## src/rtl/cell_move_encoder_pkg.sv

```systemverilog
// ----------------------------------------------------------------------------
// cell_move_encoder_pkg
//  Shared definitions for the board cell encode/decode path:
//   - row/col code constants (NO_CELL = 2'b00 is never issued as a move)
//   - cell index -> row/col encoding functions (must match the board decoder)
//   - 9-bit popcount helper
//   - encoder FSM state encoding
// ----------------------------------------------------------------------------
package cell_move_encoder_pkg;

   localparam int         NUM_CELLS = 9;
   localparam logic [1:0] NO_CELL   = 2'b00;
   localparam logic [1:0] CODE_LO   = 2'b01;
   localparam logic [1:0] CODE_MID  = 2'b10;
   localparam logic [1:0] CODE_HI   = 2'b11;

   typedef enum logic [1:0] {
      ST_IDLE     = 2'd0,
      ST_DEBOUNCE = 2'd1,
      ST_ISSUE    = 2'd2,
      ST_RELEASE  = 2'd3
   } state_t;

   // Cell i sits at row 3 - (i mod 3), col 3 - (i div 3): cell 8 -> 01/01,
   // cell 4 -> 10/10, cell 0 -> 11/11.
   function automatic logic [1:0] cell_row(input int idx);
      return 2'(3 - (idx % 3));
   endfunction

   function automatic logic [1:0] cell_col(input int idx);
      return 2'(3 - (idx / 3));
   endfunction

   function automatic logic [3:0] popcount9(input logic [NUM_CELLS-1:0] cells);
      logic [3:0] sum;
      sum = 4'd0;
      for (int i = 0; i < NUM_CELLS; i++) begin
         sum = sum + {3'b000, cells[i]};
      end
      return sum;
   endfunction

endpackage

```

## src/rtl/cell_move_encoder_if.sv

```systemverilog
// ----------------------------------------------------------------------------
// cell_move_if
//  Move handshake between the cell encoder (master) and the game controller
//  (slave).
//   move_valid  master->slave  row/col hold a legal move
//   move_ready  slave->master  controller accepts the move this cycle
//   row, col    master->slave  move coordinates, 2'b00 when no move
//  Handshake: a move transfers on a rising clk edge where move_valid and
//  move_ready are both high; while move_valid is high without move_ready,
//  row/col stay unchanged. move_ready may be asserted at any time.
// ----------------------------------------------------------------------------
interface cell_move_if;
   logic       move_valid;
   logic       move_ready;
   logic [1:0] row;
   logic [1:0] col;

   modport master (output move_valid, output row, output col, input move_ready);
   modport slave  (input move_valid, input row, input col, output move_ready);
endinterface

```

## src/rtl/cell_move_encoder_onehot_enc.sv

```systemverilog
// ----------------------------------------------------------------------------
// cell_onehot_enc
//  Combinational 9-bit one-hot cell mask -> (row, col) encoder. Also used by
//  the AI-move path.
//   cells      in   9  cell mask, bit i = cell i
//   row, col   out  2  encoded coordinates; only meaningful when onehot_ok
//   onehot_ok  out  1  exactly one bit of cells is set
// ----------------------------------------------------------------------------
module cell_onehot_enc
   import cell_move_encoder_pkg::*;
(
   input  logic [NUM_CELLS-1:0] cells,
   output logic [1:0]           row,
   output logic [1:0]           col,
   output logic                 onehot_ok
);

   // OR-reduce the per-cell codes; with a single bit set this is the exact code.
   always_comb begin
      row = NO_CELL;
      col = NO_CELL;
      for (int i = 0; i < NUM_CELLS; i++) begin
         if (cells[i]) begin
            row = row | cell_row(i);
            col = col | cell_col(i);
         end
      end
      onehot_ok = (popcount9(cells) == 4'd1);
   end

endmodule

```

## src/rtl/cell_move_encoder.sv

```systemverilog
// ----------------------------------------------------------------------------
// cell_move_encoder
//  Turns the 9 board push-buttons into one (row, col) move per press.
//  Buttons are synchronised, debounced for DB_CYCLES stable cycles, checked
//  for single-press and free cell, and handed to the controller over a
//  valid/ready handshake. The button must then be released for DB_CYCLES
//  cycles before another press is accepted.
//   clk         in   1  clock
//   rst_n       in   1  asynchronous active-low reset
//   req         in   9  raw asynchronous buttons, bit i = cell i
//   occupied    in   9  board occupancy mask, sampled in the evaluation cycle
//   clear       in   1  synchronous abort back to IDLE
//   mv          master  move_valid / move_ready / row / col
//   err_multi   out  1  one-cycle pulse: stable press with popcount != 1
//   err_occ     out  1  one-cycle pulse: stable single press on a taken cell
//   busy        out  1  FSM not in IDLE
//   state_dbg   out  2  current FSM state
// ----------------------------------------------------------------------------
module cell_move_encoder
   import cell_move_encoder_pkg::*;
#(
   parameter int DB_CYCLES = 16
)(
   input  logic                 clk,
   input  logic                 rst_n,
   input  logic [NUM_CELLS-1:0] req,
   input  logic [NUM_CELLS-1:0] occupied,
   input  logic                 clear,
   cell_move_if.master          mv,
   output logic                 err_multi,
   output logic                 err_occ,
   output logic                 busy,
   output logic [1:0]           state_dbg
);

   localparam int           CW       = $clog2(DB_CYCLES);
   localparam logic [CW-1:0] CNT_LAST = CW'(DB_CYCLES - 1);

   state_t               state, state_nxt;
   logic [NUM_CELLS-1:0] sync1, sreq;
   logic [NUM_CELLS-1:0] snap, snap_nxt;
   logic [CW-1:0]        cnt, cnt_nxt, cnt_inc;
   logic                 valid_q, valid_nxt;
   logic [1:0]           row_q, row_nxt, col_q, col_nxt;
   logic                 multi_nxt, occ_nxt;
   logic [1:0]           enc_row, enc_col;
   logic                 enc_ok;

   cell_onehot_enc u_enc (
      .cells     (snap),
      .row       (enc_row),
      .col       (enc_col),
      .onehot_ok (enc_ok)
   );

   // Saturating increment: the counter never wraps.
   assign cnt_inc = (cnt == CNT_LAST) ? cnt : cnt + 1'b1;

   always_ff @(posedge clk or negedge rst_n) begin
      if (!rst_n) begin
         sync1     <= '0;
         sreq      <= '0;
         state     <= ST_IDLE;
         snap      <= '0;
         cnt       <= '0;
         valid_q   <= 1'b0;
         row_q     <= NO_CELL;
         col_q     <= NO_CELL;
         err_multi <= 1'b0;
         err_occ   <= 1'b0;
         busy      <= 1'b0;
      end else begin
         sync1     <= req;
         sreq      <= sync1;
         state     <= state_nxt;
         snap      <= snap_nxt;
         cnt       <= cnt_nxt;
         valid_q   <= valid_nxt;
         row_q     <= row_nxt;
         col_q     <= col_nxt;
         err_multi <= multi_nxt;
         err_occ   <= occ_nxt;
         // Loaded from the next state so busy tracks the state register exactly.
         busy      <= (state_nxt != ST_IDLE);
      end
   end

   always_comb begin
      state_nxt = state;
      snap_nxt  = snap;
      cnt_nxt   = cnt;
      valid_nxt = valid_q;
      row_nxt   = row_q;
      col_nxt   = col_q;
      multi_nxt = 1'b0;
      occ_nxt   = 1'b0;

      case (state)
         ST_IDLE: begin
            if (sreq != '0) begin
               snap_nxt  = sreq;
               cnt_nxt   = '0;
               state_nxt = ST_DEBOUNCE;
            end
         end

         ST_DEBOUNCE: begin
            if (sreq != snap) begin
               // Bounce or changed press: silently start over.
               state_nxt = ST_IDLE;
            end else if (cnt == CNT_LAST) begin
               cnt_nxt = '0;
               if (!enc_ok) begin
                  multi_nxt = 1'b1;
                  state_nxt = ST_RELEASE;
               end else if ((snap & occupied) != '0) begin
                  occ_nxt   = 1'b1;
                  state_nxt = ST_RELEASE;
               end else begin
                  valid_nxt = 1'b1;
                  row_nxt   = enc_row;
                  col_nxt   = enc_col;
                  state_nxt = ST_ISSUE;
               end
            end else begin
               cnt_nxt = cnt_inc;
            end
         end

         ST_ISSUE: begin
            if (valid_q && mv.move_ready) begin
               valid_nxt = 1'b0;
               row_nxt   = NO_CELL;
               col_nxt   = NO_CELL;
               cnt_nxt   = '0;
               state_nxt = ST_RELEASE;
            end
         end

         ST_RELEASE: begin
            // Needs DB_CYCLES consecutive all-released cycles; holding a
            // button keeps us here so it cannot issue a second move.
            if (sreq != '0) begin
               cnt_nxt = '0;
            end else if (cnt == CNT_LAST) begin
               state_nxt = ST_IDLE;
            end else begin
               cnt_nxt = cnt_inc;
            end
         end

         default: state_nxt = ST_IDLE;
      endcase

      // clear overrides everything, including error pulses from this cycle.
      if (clear) begin
         state_nxt = ST_IDLE;
         cnt_nxt   = '0;
         valid_nxt = 1'b0;
         row_nxt   = NO_CELL;
         col_nxt   = NO_CELL;
         multi_nxt = 1'b0;
         occ_nxt   = 1'b0;
      end
   end

   assign mv.move_valid = valid_q;
   assign mv.row        = row_q;
   assign mv.col        = col_q;
   assign state_dbg     = state;

endmodule

```

## src/flat_wrapper.sv

```systemverilog
// flat-port wrapper written by rule: the top's interface ports become plain ports
module cell_move_encoder_flat import cell_move_encoder_pkg::*;
#(
   parameter int DB_CYCLES = 16
)
  (clk, rst_n, req, occupied, clear, err_multi, err_occ, busy, state_dbg, mv_move_valid, mv_row, mv_col, mv_move_ready);
  cell_move_if mv_i ();
  input  logic clk;
  input  logic rst_n;
  input  logic [NUM_CELLS-1:0] req;
  input  logic [NUM_CELLS-1:0] occupied;
  input  logic clear;
  output logic err_multi;
  output logic err_occ;
  output logic busy;
  output logic [1:0] state_dbg;
  output wire logic [$bits(mv_i.move_valid)-1:0] mv_move_valid;
  output wire logic [$bits(mv_i.row)-1:0] mv_row;
  output wire logic [$bits(mv_i.col)-1:0] mv_col;
  input wire logic [$bits(mv_i.move_ready)-1:0] mv_move_ready;
  assign mv_move_valid = mv_i.move_valid;
  assign mv_row = mv_i.row;
  assign mv_col = mv_i.col;
  assign mv_i.move_ready = mv_move_ready;
  cell_move_encoder #(.DB_CYCLES(DB_CYCLES)) u_core (.clk(clk), .rst_n(rst_n), .req(req), .occupied(occupied), .clear(clear), .mv(mv_i), .err_multi(err_multi), .err_occ(err_occ), .busy(busy), .state_dbg(state_dbg));
endmodule
```

## config.mk

```make
export PLATFORM = sky130hd
export DESIGN_NAME = cell_move_encoder_flat
export DESIGN_NICKNAME = d
export VERILOG_FILES = /design/src/rtl/cell_move_encoder_pkg.sv /design/src/rtl/cell_move_encoder_if.sv /design/src/rtl/cell_move_encoder_onehot_enc.sv /design/src/rtl/cell_move_encoder.sv /design/src/flat_wrapper.sv
export SDC_FILE = /design/constraint.sdc
export NUM_CORES = 1
export LEC_CHECK = 0
export ABC_CLOCK_PERIOD_IN_PS = 4600
export CAP_MARGIN = 20
export CORE_ASPECT_RATIO = 1.75
export CORE_MARGIN = 8
export CORE_UTILIZATION = 30
export CTS_CLUSTER_DIAMETER = 80
export DETAILED_ROUTE_END_ITERATION = 10
export MAX_ROUTING_LAYER = met4
export PLACE_DENSITY = 0.57
export SYNTH_ARGS = -nofsm -noshare
export SYNTH_HDL_FRONTEND = slang
export SYNTH_SLANG_ARGS = --single-unit
```

## constraint.sdc

```tcl
create_clock -name clk -period 4.6 [get_ports clk]
set_clock_uncertainty 0.2 [all_clocks]
set_input_delay 0.92 -clock clk [delete_from_list [all_inputs] [get_ports clk]]
set_output_delay 0.92 -clock clk [all_outputs]
set_load 0.005 [all_outputs]
```

==> run summary <==
Of all nets on the critical path, the largest fanout is 8. The most used flip-flop cell after synthesis is sky130_fd_sc_hd__dfrtp_1. The total half-perimeter wirelength after legalization and detailed placement was 3860 microns; the height of the die was 125 microns. The portion of the post-synthesis area used by sequential elements was 0.502; the number of nets in the synthesized netlist was 226. The run gives 0.395 as the remaining max-slew budget at the tightest pin. For the number of nets with antenna violations after detailed routing, the log shows 0. The logs give 2040 sq um for the area of the mapped netlist and 916 sq um for the multi-input gate area in the final layout. The count of cells resized by post-cts repair is 0. After detailed routing, the number of remaining DRC violations is 0. Setup repair after global routing left no endpoint under its margin. The run gives 0 as the number of maximum-capacitance violations.

The first TritonRoute pass finished after 5 iterations. The worst hold path terminates at u_core.sreq[5]$_DFF_PN0_. VDD sags by at most 0.000294 V. The arrival time of the worst setup path is 4.35 ns. The category of the critical setup timing path was flop to flop. The tools report the number of antenna violations at the first check in global routing as 0. Summed over all layers, the routed wires come to 4970 microns. The clock net sink count was 41; the number of cells on the worst hold path was 0. Summed over all layers, the global routing overflow is 0.

The clock reaches the later pin of the worst-skew pair after 0.28 ns. The top cell family by delay on the critical path is adder cells. For this design, the slowest cell found on the critical path is sky130_fd_sc_hd__fa_1. The horizontal die dimension came out at 78.4 microns.

The reg-to-reg critical path startpoint is u_core.snap[0]$_DFFE_PN0P_. After clock tree synthesis, the clock-pin slew on the worst setup and hold paths is 0.06 ns. Ratio of final minimum period to clock period: 0.951. The filler cell count in the final layout came out at 686. The startpoint of the most critical setup path is u_core.snap[0]$_DFFE_PN0P_.

The congestion estimate from routability-driven global placement came to 0.913. The floorplan step defined a die boundary enclosing 9820 sq um. The worst-case reg-to-reg path depth works out to 11. Buffers placed on the I/O ports in this run total 31. The share of final-layout standard cells stronger than drive strength 1 was 0.0699. Number of warnings issued by yosys: 0.

TritonCTS built the clock tree. The completed layout was analyzed and its total power is 1030 uW. The logs give 0 for the number of buffers inserted by hold repair at cts and 0 for the count of buffers added by post-CTS timing repair for setup.

The buffer type at the clock tree root is sky130_fd_sc_hd__clkbuf_16. After floorplanning, the core was sized to cover 6760 sq um. In this run the static leakage power is 0.00107 uW. Registers take 1030 sq um. The share of async-settable or async-resettable flops after synthesis was 1.00; the average wire per cell in the routed design was 15.9 microns.

The area growth from synthesis to layout is 28.6%. Each instance of the synthesized netlist takes up on average 10.5 sq um. The critical path goes through inv_1, fa_1, fa_1, fa_1, fa_1, fa_1, nor2_1, a31oi_1, or3_1, o2111a_1, o31a_1.

Stage delay of the slowest cell on the critical path: 0.55 ns. Number of antenna diodes: 0. For this block, the via count after detailed routing is 1617. Setup violations remaining at the end of the flow were counted as 0. For the pin with the worst max-slew slack, the measured transition is 0.908 ns. The longest clock path from root to sink contains 2 buffers.

The number of buffer and inverter instances along the worst setup path came out at 1. The tools report the number of hold violations in the final report as 0. The worst setup path is launched from a flop. The max-slew violation count is 0.

For this design the ratio of total power to cell area is 391 nW/um^2. The endpoint identified for the worst register-to-register timing path is u_core.state_dbg[0]$_DFF_PN0_. Clock tree synthesis inserted a total of 5 buffers. The worst setup path is captured at a flop.

The number of nets at the end of the flow was 259; the wire length of the first global-routing pass was 7960 microns. For the total routing resource utilization after global routing, the log shows 0.106. Number of global-route vias before repair: 1681.

In the routed layout, each cell is associated on average with a via count of 5.17. After synthesis the netlist holds a flip-flop and latch count of 41. Most common cell type on the critical path: sky130_fd_sc_hd__fa_1. The H-tree generated during clock tree synthesis spans 2 levels.

The data required time at the worst endpoint came out at 4.57 ns. The run finished with clean final reports. The timing-limited maximum frequency is 229 MHz, and the number of enable flip-flop cells after synthesis is 0.

Pin placement for this block handled 32 I/O pins. The maximum number of pins on one net before global-route repair is 42, and the number of rows created at floorplan is 40. The number of different library cells used by synthesis comes to 42. For this block, the initial DRC count from the detailed router was 66. Across all register-to-register paths, the minimum setup slack is 0.23 ns. The starting utilization of the core area was 0.303. The tools report the critical hold path startpoint as u_core.sync1[5]$_DFF_PN0_. The tools report the number of standard cells after synthesis as 195. The routed design could run at a clock period as short as 4.37 ns. In this run the worst hold path is classified as flop to flop. The accumulated negative setup slack was 0 ns.
-- registers in the layout, summed over array words and instances, names as in the netlist, 2 cells and up --
| name | count |
|---|---|
| u_core.snap | 9 |
| u_core.sreq | 9 |
| u_core.sync1 | 9 |
| u_core.cnt | 4 |
| u_core.mv.col | 2 |
| u_core.mv.row | 2 |
| u_core.state_dbg | 2 |
-- power breakdown --
| part | internal [uW] | leakage, uW | total (uW) | switching [uW] |
|---|---|---|---|---|
| Clock | 313 | 0.0000944 | 456 | 144 |
| Sequential | 378 | 0.000511 | 398 | 19.8 |
| Combinational | 79.5 | 0.000469 | 174 | 94.8 |
-- worst max path at each step --
| stage | end | slack, ns | cells after the start |
|---|---|---|---|
| after global placement | u_core.state_dbg[0]$_DFF_PN0_ | 0.33 | 11 |
| after floorplan | u_core.state_dbg[0]$_DFF_PN0_ | 0.41 | 12 |
| after detailed placement | u_core.state_dbg[0]$_DFF_PN0_ | 0.25 | 11 |
| after CTS | u_core.state_dbg[0]$_DFF_PN0_ | 0.24 | 11 |
| final | u_core.state_dbg[0]$_DFF_PN0_ | 0.23 | 11 |
| after global routing | u_core.mv.row[0]$_DFFE_PN0P_ | 0.006 | 11 |
-- cell type report --
class,instances,area share
multi-input cells,127,0.348
inverters,21,0.0300
well taps,84,0.0400
clock inverters,3,0.0262
repair buffers,32,0.118
flip-flops and latches,41,0.390
clock buffers,5,0.0476
-- metrics by stage --
step | utilization | instance area, sq um | hold WS (ns) | setup WS (ns) | cells
finish | 0.389 | 2630 | 0.147 | 0.227 | 313
global route | 0.389 | 2630 | 0.151 | 0.00599 | 313
CTS | 0.389 | 2630 | 0.148 | 0.238 | 313
detailed placement | 0.361 | 2440 | 0.135 | 0.254 | 305
global placement | 0.360 | 2430 | 0.132 | 0.328 | 304
floorplan | - | 2040 | 0.131 | 0.407 | 195
-- worst reg2reg max path: stages, from the launching register on --
cell                       delay, ns
sky130_fd_sc_hd__dfrtp_1        0.40
sky130_fd_sc_hd__inv_1          0.11
sky130_fd_sc_hd__fa_1           0.55
sky130_fd_sc_hd__fa_1           0.43
sky130_fd_sc_hd__fa_1           0.46
sky130_fd_sc_hd__fa_1           0.41
sky130_fd_sc_hd__fa_1           0.41
sky130_fd_sc_hd__nor2_1         0.10
sky130_fd_sc_hd__a31oi_1        0.12
sky130_fd_sc_hd__or3_1          0.50
sky130_fd_sc_hd__o2111a_1       0.28
sky130_fd_sc_hd__o31a_1         0.29
-- routing by layer --
metal  wire (microns)  track usage  vias to the layer above  share of wire
li1                 -            -                      768              -
met3              182       0.0222                       14          0.037
met2             2630        0.184                       40           0.53
met4              243       0.0703                        0          0.049
met5                0            -                        -              0
met1             1910        0.102                      795           0.39
-- cells in the mapped netlist (2+ instances only) --
cell                        n  area, sq um
sky130_fd_sc_hd__o31a_1     2         17.5
sky130_fd_sc_hd__and3_1     4         25.0
sky130_fd_sc_hd__o211ai_1   8         60.1
sky130_fd_sc_hd__nor2_1     7         26.3
sky130_fd_sc_hd__dfrtp_1   41         1030
sky130_fd_sc_hd__o311ai_0   5         43.8
sky130_fd_sc_hd__nand2b_1   3         18.8
sky130_fd_sc_hd__nand3_1    9         45.0
sky130_fd_sc_hd__a22o_1     2         17.5
sky130_fd_sc_hd__nand4_1    7         43.8
sky130_fd_sc_hd__nand2_1   16         60.1
sky130_fd_sc_hd__inv_1     21         78.8
sky130_fd_sc_hd__ha_1       4         50.1
sky130_fd_sc_hd__a21oi_1    5         25.0
sky130_fd_sc_hd__xnor2_1    9         78.8
sky130_fd_sc_hd__fa_1       5          100
sky130_fd_sc_hd__nor3_1     5         25.0
sky130_fd_sc_hd__clkbuf_1   5         18.8
sky130_fd_sc_hd__o21ai_0   13         65.1
sky130_fd_sc_hd__or3_1      2         12.5
-- cells by family (layout without fill, tap and decap cells) --
family,count (synthesis),in the layout,synth area share
multiplexers,1,1,0.00551
flip-flops,41,41,0.502
XOR/XNOR,9,9,0.0386
adder cells (fa/ha/maj),9,9,0.0734
AO/OA/AOI/OAI,45,45,0.160
buffers and inverters,27,61,0.0502
AND/OR/NAND/NOR,63,63,0.170
-- placed cells by master, fill, tap and decap left out, drive strengths merged, types with 2 or more instances in the layout --
| master | synthesis | final |
|---|---|---|
| o31a | 2 | 2 |
| nor3 | 5 | 5 |
| inv | 21 | 22 |
| a22o | 2 | 2 |
| o211ai | 8 | 8 |
| buf | 1 | 2 |
| xnor2 | 9 | 9 |
| or3 | 2 | 2 |
| nor2 | 7 | 7 |
| ha | 4 | 4 |
| bufinv | 0 | 2 |
| nand3 | 9 | 9 |
| clkdlybuf4s50 | 0 | 30 |
| dfrtp | 41 | 41 |
| nand4 | 7 | 7 |
| o311ai | 5 | 5 |
| fa | 5 | 5 |
| nand2 | 17 | 17 |
| nand2b | 3 | 3 |
| clkbuf | 5 | 5 |
| or4 | 2 | 2 |
| and3 | 4 | 4 |
| nor4 | 2 | 2 |
| a21oi | 5 | 5 |
| o21ai | 13 | 13 |
(Power assumes the default switching activity.)
